<file path="src/rtl/run_rounds.sv">
// SHA-256 compression engine: loads H0..H7, pulls W[0..63] from the gen_w read port,
// runs 64 rounds and presents the feed-forward digest with done.
module run_rounds #(
  parameter int unsigned RD_LAT = 2
) (
  input  logic         clock,
  input  logic         reset,
  input  logic         local_go_sig,
  input  logic [255:0] hash_in,
  input  logic         w_reg_rdy,
  input  logic [31:0]  w_reg_data,
  output logic         w_reg_read,
  output logic [5:0]   w_reg_addr,
  output logic [255:0] hash_out,
  output logic         done
);

  localparam int unsigned WORD_W = 32;
  localparam int unsigned HASH_W = 256;
  localparam int unsigned ADDR_W = 6;
  localparam int unsigned WAIT_W = (RD_LAT > 1) ? $clog2(RD_LAT) : 1;
  localparam logic [ADDR_W-1:0] LAST_ROUND = ADDR_W'(63);
  localparam logic [WAIT_W-1:0] LAST_WAIT  = WAIT_W'(RD_LAT - 1);

  localparam logic [WORD_W-1:0] K_ROM [64] = '{
    32'h428a2f98, 32'h71374491, 32'hb5c0fbcf, 32'he9b5dba5,
    32'h3956c25b, 32'h59f111f1, 32'h923f82a4, 32'hab1c5ed5,
    32'hd807aa98, 32'h12835b01, 32'h243185be, 32'h550c7dc3,
    32'h72be5d74, 32'h80deb1fe, 32'h9bdc06a7, 32'hc19bf174,
    32'he49b69c1, 32'hefbe4786, 32'h0fc19dc6, 32'h240ca1cc,
    32'h2de92c6f, 32'h4a7484aa, 32'h5cb0a9dc, 32'h76f988da,
    32'h983e5152, 32'ha831c66d, 32'hb00327c8, 32'hbf597fc7,
    32'hc6e00bf3, 32'hd5a79147, 32'h06ca6351, 32'h14292967,
    32'h27b70a85, 32'h2e1b2138, 32'h4d2c6dfc, 32'h53380d13,
    32'h650a7354, 32'h766a0abb, 32'h81c2c92e, 32'h92722c85,
    32'ha2bfe8a1, 32'ha81a664b, 32'hc24b8b70, 32'hc76c51a3,
    32'hd192e819, 32'hd6990624, 32'hf40e3585, 32'h106aa070,
    32'h19a4c116, 32'h1e376c08, 32'h2748774c, 32'h34b0bcb5,
    32'h391c0cb3, 32'h4ed8aa4a, 32'h5b9cca4f, 32'h682e6ff3,
    32'h748f82ee, 32'h78a5636f, 32'h84c87814, 32'h8cc70208,
    32'h90befffa, 32'ha4506ceb, 32'hbef9a3f7, 32'hc67178f2
  };

  typedef enum logic [2:0] {
    IDLE, LOAD, WAIT_RDY, REQ, WAIT, ROUND, FINAL, DONE
  } state_t;

  state_t state, next_state;

  logic                regip_go;
  logic [WORD_W-1:0]   a, b, c, d, e, f, g, h;
  logic [ADDR_W-1:0]   round;
  logic [WAIT_W-1:0]   wait_cnt;
  logic [WORD_W-1:0]   w_q;
  logic [HASH_W-1:0]   hin_q;

  logic [WORD_W-1:0]   t1_c, t2_c;
  logic [HASH_W-1:0]   digest_c;
  logic                w_reg_read_c;
  logic [ADDR_W-1:0]   w_reg_addr_c;
  logic [HASH_W-1:0]   hash_out_c;
  logic                done_c;

  function automatic logic [WORD_W-1:0] big_sigma0(input logic [WORD_W-1:0] x);
    return {x[1:0], x[31:2]} ^ {x[12:0], x[31:13]} ^ {x[21:0], x[31:22]};
  endfunction

  function automatic logic [WORD_W-1:0] big_sigma1(input logic [WORD_W-1:0] x);
    return {x[5:0], x[31:6]} ^ {x[10:0], x[31:11]} ^ {x[24:0], x[31:25]};
  endfunction

  // Round arithmetic and feed-forward sum
  always_comb begin
    t1_c = h + big_sigma1(e) + ((e & f) ^ (~e & g)) + K_ROM[round] + w_q;
    t2_c = big_sigma0(a) + ((a & b) ^ (a & c) ^ (b & c));
    digest_c = {hin_q[255:224] + a, hin_q[223:192] + b,
                hin_q[191:160] + c, hin_q[159:128] + d,
                hin_q[127:96]  + e, hin_q[95:64]   + f,
                hin_q[63:32]   + g, hin_q[31:0]    + h};
  end

  // State register
  always_ff @(posedge clock) begin
    if (reset) state <= IDLE;
    else       state <= next_state;
  end

  // Next-state logic
  always_comb begin
    next_state = state;
    unique case (state)
      IDLE:     if (regip_go) next_state = LOAD;
      LOAD:     next_state = WAIT_RDY;
      WAIT_RDY: if (w_reg_rdy) next_state = REQ;
      REQ:      next_state = WAIT;
      WAIT:     if (wait_cnt == LAST_WAIT) next_state = ROUND;
      ROUND:    next_state = (round == LAST_ROUND) ? FINAL : REQ;
      FINAL:    next_state = DONE;
      DONE:     if (!regip_go) next_state = IDLE;
      default:  next_state = IDLE;
    endcase
  end

  // Next values of the registered outputs
  always_comb begin
    w_reg_read_c = 1'b0;
    w_reg_addr_c = w_reg_addr;
    hash_out_c   = hash_out;
    done_c       = 1'b0;
    unique case (state)
      REQ: begin
        w_reg_read_c = 1'b1;
        w_reg_addr_c = round;
      end
      FINAL:   hash_out_c = digest_c;
      DONE:    done_c = 1'b1;
      default: ;
    endcase
  end

  always_ff @(posedge clock) begin
    if (reset) begin
      w_reg_read <= 1'b0;
      w_reg_addr <= '0;
      hash_out   <= '0;
      done       <= 1'b0;
    end else begin
      w_reg_read <= w_reg_read_c;
      w_reg_addr <= w_reg_addr_c;
      hash_out   <= hash_out_c;
      done       <= done_c;
    end
  end

  // Working variables, round/wait counters and W capture
  always_ff @(posedge clock) begin
    if (reset) begin
      regip_go <= 1'b0;
      {a, b, c, d, e, f, g, h} <= '0;
      round    <= '0;
      wait_cnt <= '0;
      w_q      <= '0;
      hin_q    <= '0;
    end else begin
      regip_go <= local_go_sig;
      unique case (state)
        LOAD: begin
          {a, b, c, d, e, f, g, h} <= hash_in;
          hin_q <= hash_in;
          round <= '0;
        end
        REQ: wait_cnt <= '0;
        WAIT: begin
          wait_cnt <= wait_cnt + WAIT_W'(1);
          if (wait_cnt == LAST_WAIT) w_q <= w_reg_data;
        end
        ROUND: begin
          h <= g;
          g <= f;
          f <= e;
          e <= d + t1_c;
          d <= c;
          c <= b;
          b <= a;
          a <= t1_c + t2_c;
          if (round != LAST_ROUND) round <= round + ADDR_W'(1);
        end
        default: ;
      endcase
    end
  end

endmodule

</file>
<file path="config.mk">
export PLATFORM = sky130hd
export DESIGN_NAME = run_rounds
export DESIGN_NICKNAME = d
export VERILOG_FILES = /design/src/rtl/run_rounds.sv
export SDC_FILE = /design/constraint.sdc
export NUM_CORES = 2
export LEC_CHECK = 0
export ABC_AREA = 0
export BUFFER_PORTS_ARGS = -buffer_cell sky130_fd_sc_hd__buf_2
export CAP_MARGIN = 20
export CORE_MARGIN = 4
export CORE_UTILIZATION = 30
export CTS_BUF_LIST = sky130_fd_sc_hd__clkbuf_8
export CTS_CLUSTER_SIZE = 30
export DETAILED_ROUTE_END_ITERATION = 12
export PLACE_DENSITY = 0.53
export SLEW_MARGIN = 20
export SYNTH_ARGS = -nofsm -noshare
export SYNTH_HDL_FRONTEND = slang
export SYNTH_SLANG_ARGS = --single-unit
</file>
<file path="constraint.sdc">
create_clock -name clock -period 7.9 [get_ports clock]
set_input_delay 1.185 -clock clock [delete_from_list [all_inputs] [get_ports clock]]
set_output_delay 1.185 -clock clock [all_outputs]
set_load 0.03 [all_outputs]
</file>
# Word-level counts from Yosys, hierarchy flattened

Memory sizes are Yosys's and may differ from the RTL's.
Index checks and enable logic that the tools add are counted.

Bits in registers: 819
Latch bits: 0
Bits in writable memories: 0
ROM bits: 2048
Input bits: 292
Output and inout bits: 264
Memories kept: 1

Add/sub/neg operators: 17
Multipliers: 0
Divide/modulo/power cells: 0
Order comparisons: 1
Equal/unequal tests: 14
Shift operators: 0
Multiplexer cells: 21
Bitwise logic cells: 14
Reductions and logical operators: 6

Memory list:

| name             | words | width | read ports | clocked after memory_dff | wr ports | line | source |
|---|---|---|---|---|---|---|---|
| (name not given) | 64    | 32    | 1          | 0                        | 0        | 74   | `t1_c = h + big_sigma1(e) + ((e & f) ^ (~e & g)) + K_ROM[round] + w_q;` |

Operators by type and width:

| cell                                                                   | count |
|---|---|
| 32-bit one-hot mux with 2 select lines                                 | 8 |
| 32-bit adder                                                           | 15 |
| 32-bit XOR                                                             | 7 |
| 32-bit AND                                                             | 5 |
| 32-bit two-way mux                                                     | 2 |
| 32-bit NOT                                                             | 1 |
| 3-bit one-hot mux with 8 select lines                                  | 1 |
| 3-bit two-way mux                                                      | 5 |
| 3-bit equality test (second input constant)                            | 4 |
| 6-bit one-hot mux with 2 select lines                                  | 1 |
| 2-bit inequality test (second input constant)                          | 5 |
| 7-bit greater-or-equal comparator (second input constant)              | 1 |
| 6-bit NOT with 7-bit output                                            | 1 |
| 6-bit by 1-bit adder with 6-bit output (second input constant)         | 1 |
| 3-bit by 2-bit equality test with 1-bit output (second input constant) | 2 |
| 6-bit equality test (second input constant)                            | 1 |
| 6-bit two-way mux                                                      | 1 |
| 6-bit inequality test (second input constant)                          | 1 |
| 2-bit AND reduction                                                    | 2 |
| 4-bit AND reduction                                                    | 1 |
| 2-bit nonzero test                                                     | 2 |
| 3-bit by 1-bit equality test with 1-bit output (second input constant) | 1 |
| 3-bit zero test                                                        | 1 |
| 1-bit two-way mux                                                      | 2 |
| 2 further kinds                                                        | 2 |

# Depth between registers and ports, before layout

Depth after elaboration: 8
Mapped depth: 40
Mapped depth without buffers: 38

# Worst setup path after synthesis

Ideal clock, no wire load.

Path type: register to register
From: register round[0]
To: register a[31]
Library setup time: 0.086 ns
Arrival time: 7.235 ns
Data required time: 7.814 ns
Setup slack: 0.579 ns
Stages on the path, launching flop included: 40
Clock period less this slack: 7.321 ns
Cells stage by stage: dfxtp_1 clkbuf_1 clkinv_1 ha_1 clkbuf_1 inv_1 nor2_1 nor3_1 o311ai_0 o21ai_0 fa_1 inv_1 ha_1 inv_1 fa_1 nor2b_1 o31a_1 nand4_1 (+4 left out) o21bai_1 a21o_1 xnor2_1 inv_1 fa_1 inv_1 ha_1 a21o_1 a21oi_1 nor2b_1 o21ba_2 o311ai_1 a31o_2 a31o_2 nand4_1 and4b_1 xnor2_1 a221oi_2

Cells in the longest elaborated chain, start to end: 8

Ends and longest elaborated chain:

| element                                                | line | source |
|---|---|---|
| start, declared                                        | 52   | `logic [ADDR_W-1:0] round;` |
| start signal, assigned                                 | 166  | `if (round != LAST_ROUND) round <= round + ADDR_W'(1);` |
| 6-bit NOT with 7-bit output (not written as such)      | 74   |  |
| memory read 64 x 32 bit                                | -    |  |
| 32-bit two-way mux (not written as such) (2 in series) | 74   |  |
| 32-bit adder (2 in series)                             | 74   |  |
| 32-bit adder                                           | 165  | `a <= t1_c + t2_c;` |
| 32-bit one-hot mux with 2 select lines                 | 146  | `unique case (state)` |
| end signal, assigned                                   | 148  | `{a, b, c, d, e, f, g, h} <= hash_in;` |
| end signal, assigned                                   | 165  |  |
| end, declared                                          | 51   | `logic [WORD_W-1:0] a, b, c, d, e, f, g, h;` |

No other way between the ends. The select of a mux whose other input is x is not followed.
A chain may end at the register's enable or synchronous reset.

# Worst setup path after layout

From: register round[1]
To: register a[29]

Same word-level chain as after synthesis.

==> results.yml <==
yosys:
  syn_area_per_cell_sq_um: 7.86
  synth_top_cell_area_share: 0.303
  synth_seq_cells: 819
  synth_top_cell_by_area: "dfxtp_1"
  ys_seq_area_frac: 0.303
  synthArstFlopShare: 0
  synthDistinctLibCells: 83
  synthCells: 6895
  syn-num-nets: 7688
  synth_top_flop_cell: "dfxtp_1"
  yosysMostFrequentCell: "nand2_1"
  synth_area_sq_um: 54200
  ys_top_cells_by_count: "nand2_1 (1125), dfxtp_1 (819), a21oi_1 (815)"
  synth_top_cells_by_area: "dfxtp_1 (30%), ha_1 (8.5%), nand2_1 (7.8%), a21oi_1 (7.5%), fa_1 (4.9%)"
  synth-edff-count: 0
  ys_warn_count: 0
floorplan:
  die-height_um: 433
  die_w_um: 433
  dieArea_sq_um: 188000
  initial_utilization: 0.303
  rows: 155
  core_sq_um: 179000
  ioPinCount: 556
finish:
  fillers: 19100
  synthToLayoutAreaGrowth_pct: 18.6
  nets: 8297
  regArea_sq_um: 16400
  multi_input_area_sq_um: 34700
  drive_gt1_frac: 0.157
  top_regs: "hash_out x256, hin_q x256"
placement:
  hpwl_um: 197000
  gp_congestion: 0.948
  io_buffers: 555
clocking:
  h-tree-depth: 4
  cts_hold_buf: 0
  clk_latency_ns: 0.98
  cts_tree: "done"
  cts.sinks: 819
  cts_buffers: 159
  clk_pin_slew_ns: 0.06
  clockRootBuffer: "clkbuf_8"
  clock_path_buffers: 3
status:
  status: "complete, no violations"
grt:
  grt_pass1_vias: 50700
  grt_first_pass_wirelength_um: 358000
  grt_usage: 0.260
  grt-ovfl-total: 0
  antenna_found_initial: 38
  grt_max_degree: 217
setup_path:
  path_common_cell: "a21oi_1"
  setup.worst_path.start_class: "register"
  crit_fanout: 14
  cp_num_buf_inv: 9
  crit_slowest_cell: "fa_1"
  path_delay_family: "compound AO/OA/AOI/OAI gates"
  crit_required_ns: 8.72
  critical_path_class: "reg2reg"
  rrSetupSlack_ns: 0.38
  max_stage_delay_ns: 0.58
  crit_path_end_kind: "register"
  cp.arrival_ns: 8.34
detailed_routing:
  vias: 53000
  drc: 0
  totalWireLength_um: 253000
  via_per_inst: 5.30
  dr.pass1.iters: 6
  ant_nets: 0
  routedWlPerCell_um: 25.3
  drt_iter0_drc: 4392
job:
  drv_cap: 0
sta:
  maxSlewHeadroom: 0.113
  fin_worst_skew_ns: 0.0699
  max_freq_mhz: 133
  finalSetupViolCount: 0
  fin_crit_sh: 0.952
  report.final.slew_viol_count: 0
  period_needed_ns: 7.52
  fin_hold_ws_ns: 0.446
  worst_pin_slew_ns: 1.33
  hold_viol_final: 0
hold_path:
  hold_class: "reg2reg"
-- tightest hold or removal path, stage by stage, from the launching register on --
cell and delay (ns):
dfxtp_1 0.30, nand2_1 0.05, a21oi_1 0.05
-- cell families (layout without fill, tap and decap cells) --
| group | after synthesis | after routing | synth area share |
|---|---|---|---|
| adders and majority gates | 504 | 504 | 0.135 |
| AOI/OAI and AO/OA | 1995 | 1995 | 0.228 |
| muxes | 270 | 270 | 0.0519 |
| xor gates and xnor gates | 416 | 416 | 0.0672 |
| buffers and inverters | 856 | 1578 | 0.0595 |
| DFF | 819 | 819 | 0.303 |
| and+or+nand+nor | 2035 | 2035 | 0.157 |
| other | 0 | 26 | 0 |
-- area by class of cell --
cell class	count	share of cell area
multi-input combinational	5220	0.540
tap	2355	0.0458
timing repair buffer	874	0.0827
clock buffer	195	0.0417
inverter	430	0.0252
sequential	819	0.255
antenna	26	0.00101
clock inverter	79	0.00856
-- placed cells by master, fill, tap and decap left out, types with 12 or more instances in the layout --
master / instances
a31oi_1: 36
nand2b_1: 40
a211oi_1: 329
nor3_1: 84
clkbuf_8: 195
xnor2_1: 280
o22ai_1: 16
nor2b_1: 36
o21ai_0: 304
diode_2: 26
mux2i_1: 234
clkinv_2: 14
a21boi_0: 12
o211ai_1: 29
o31ai_1: 37
fa_1: 133
nand3b_1: 13
nor2_1: 528
ha_1: 366
inv_1: 471
or3_1: 38
dfxtp_1: 813
mux2_2: 30
nand4_1: 25
buf_2: 554
buf_4: 308
xor2_1: 133
o21bai_1: 59
a21o_1: 154
nand3_1: 58
and3_1: 24
nand2_1: 1124
o21a_1: 53
a21oi_1: 810
-- through the flow --
step | std cells | utilization | area [sq um] | setup TNS, ns | worst slack, ns
after detailed placement | 9697 | 0.340 | 60900 | 0 | 0.274
after global placement | 9697 | 0.340 | 60900 | 0 | 0.317
final | 9998 | 0.359 | 64300 | 0 | 0.378
after floorplan | 6895 | - | 54200 | 0 | 0.579
after global routing | 9993 | 0.359 | 64300 | -0.0191 | -0.0121
after CTS | 9971 | 0.358 | 64100 | 0 | 0.223
-- path summary, 6_finish.rpt --
check	startpoint	end	depth (start not counted)
worst max-delay path	round[1]$_SDFFE_PP0P_	a[29]$_SDFFE_PP0P_	37
worst min-delay path	hash_out[39]$_SDFFE_PP0P_	hash_out[39]$_SDFFE_PP0P_	2
worst max register to register	round[1]$_SDFFE_PP0P_	a[29]$_SDFFE_PP0P_	37
worst min register to register	hash_out[39]$_SDFFE_PP0P_	hash_out[39]$_SDFFE_PP0P_	2
-- repair_timing --
| action | in CTS | in global routing |
|---|---|---|
| buffers inserted | 0 | 1 |
| setup endpoints to repair | 0 | 15 |
| hold endpoints to repair | 0 | 0 |
| resized for setup | 0 | 21 |
-- routing by layer --
| layer | vias to the layer above | track usage | wire length, um | share of wire |
|---|---|---|---|---|
| met5 | - | 0 | 0 | 0 |
| met3 | 452 | 0.0400 | 15500 | 0.061 |
| met4 | 0 | 0.131 | 13300 | 0.053 |
| met2 | 1956 | 0.432 | 119000 | 0.47 |
| li1 | 25200 | - | - | - |
| met1 | 25400 | 0.328 | 105000 | 0.42 |
Power is not shown: default switching activity piles up to over one toggle a cycle in this logic, so the estimate is an artifact.
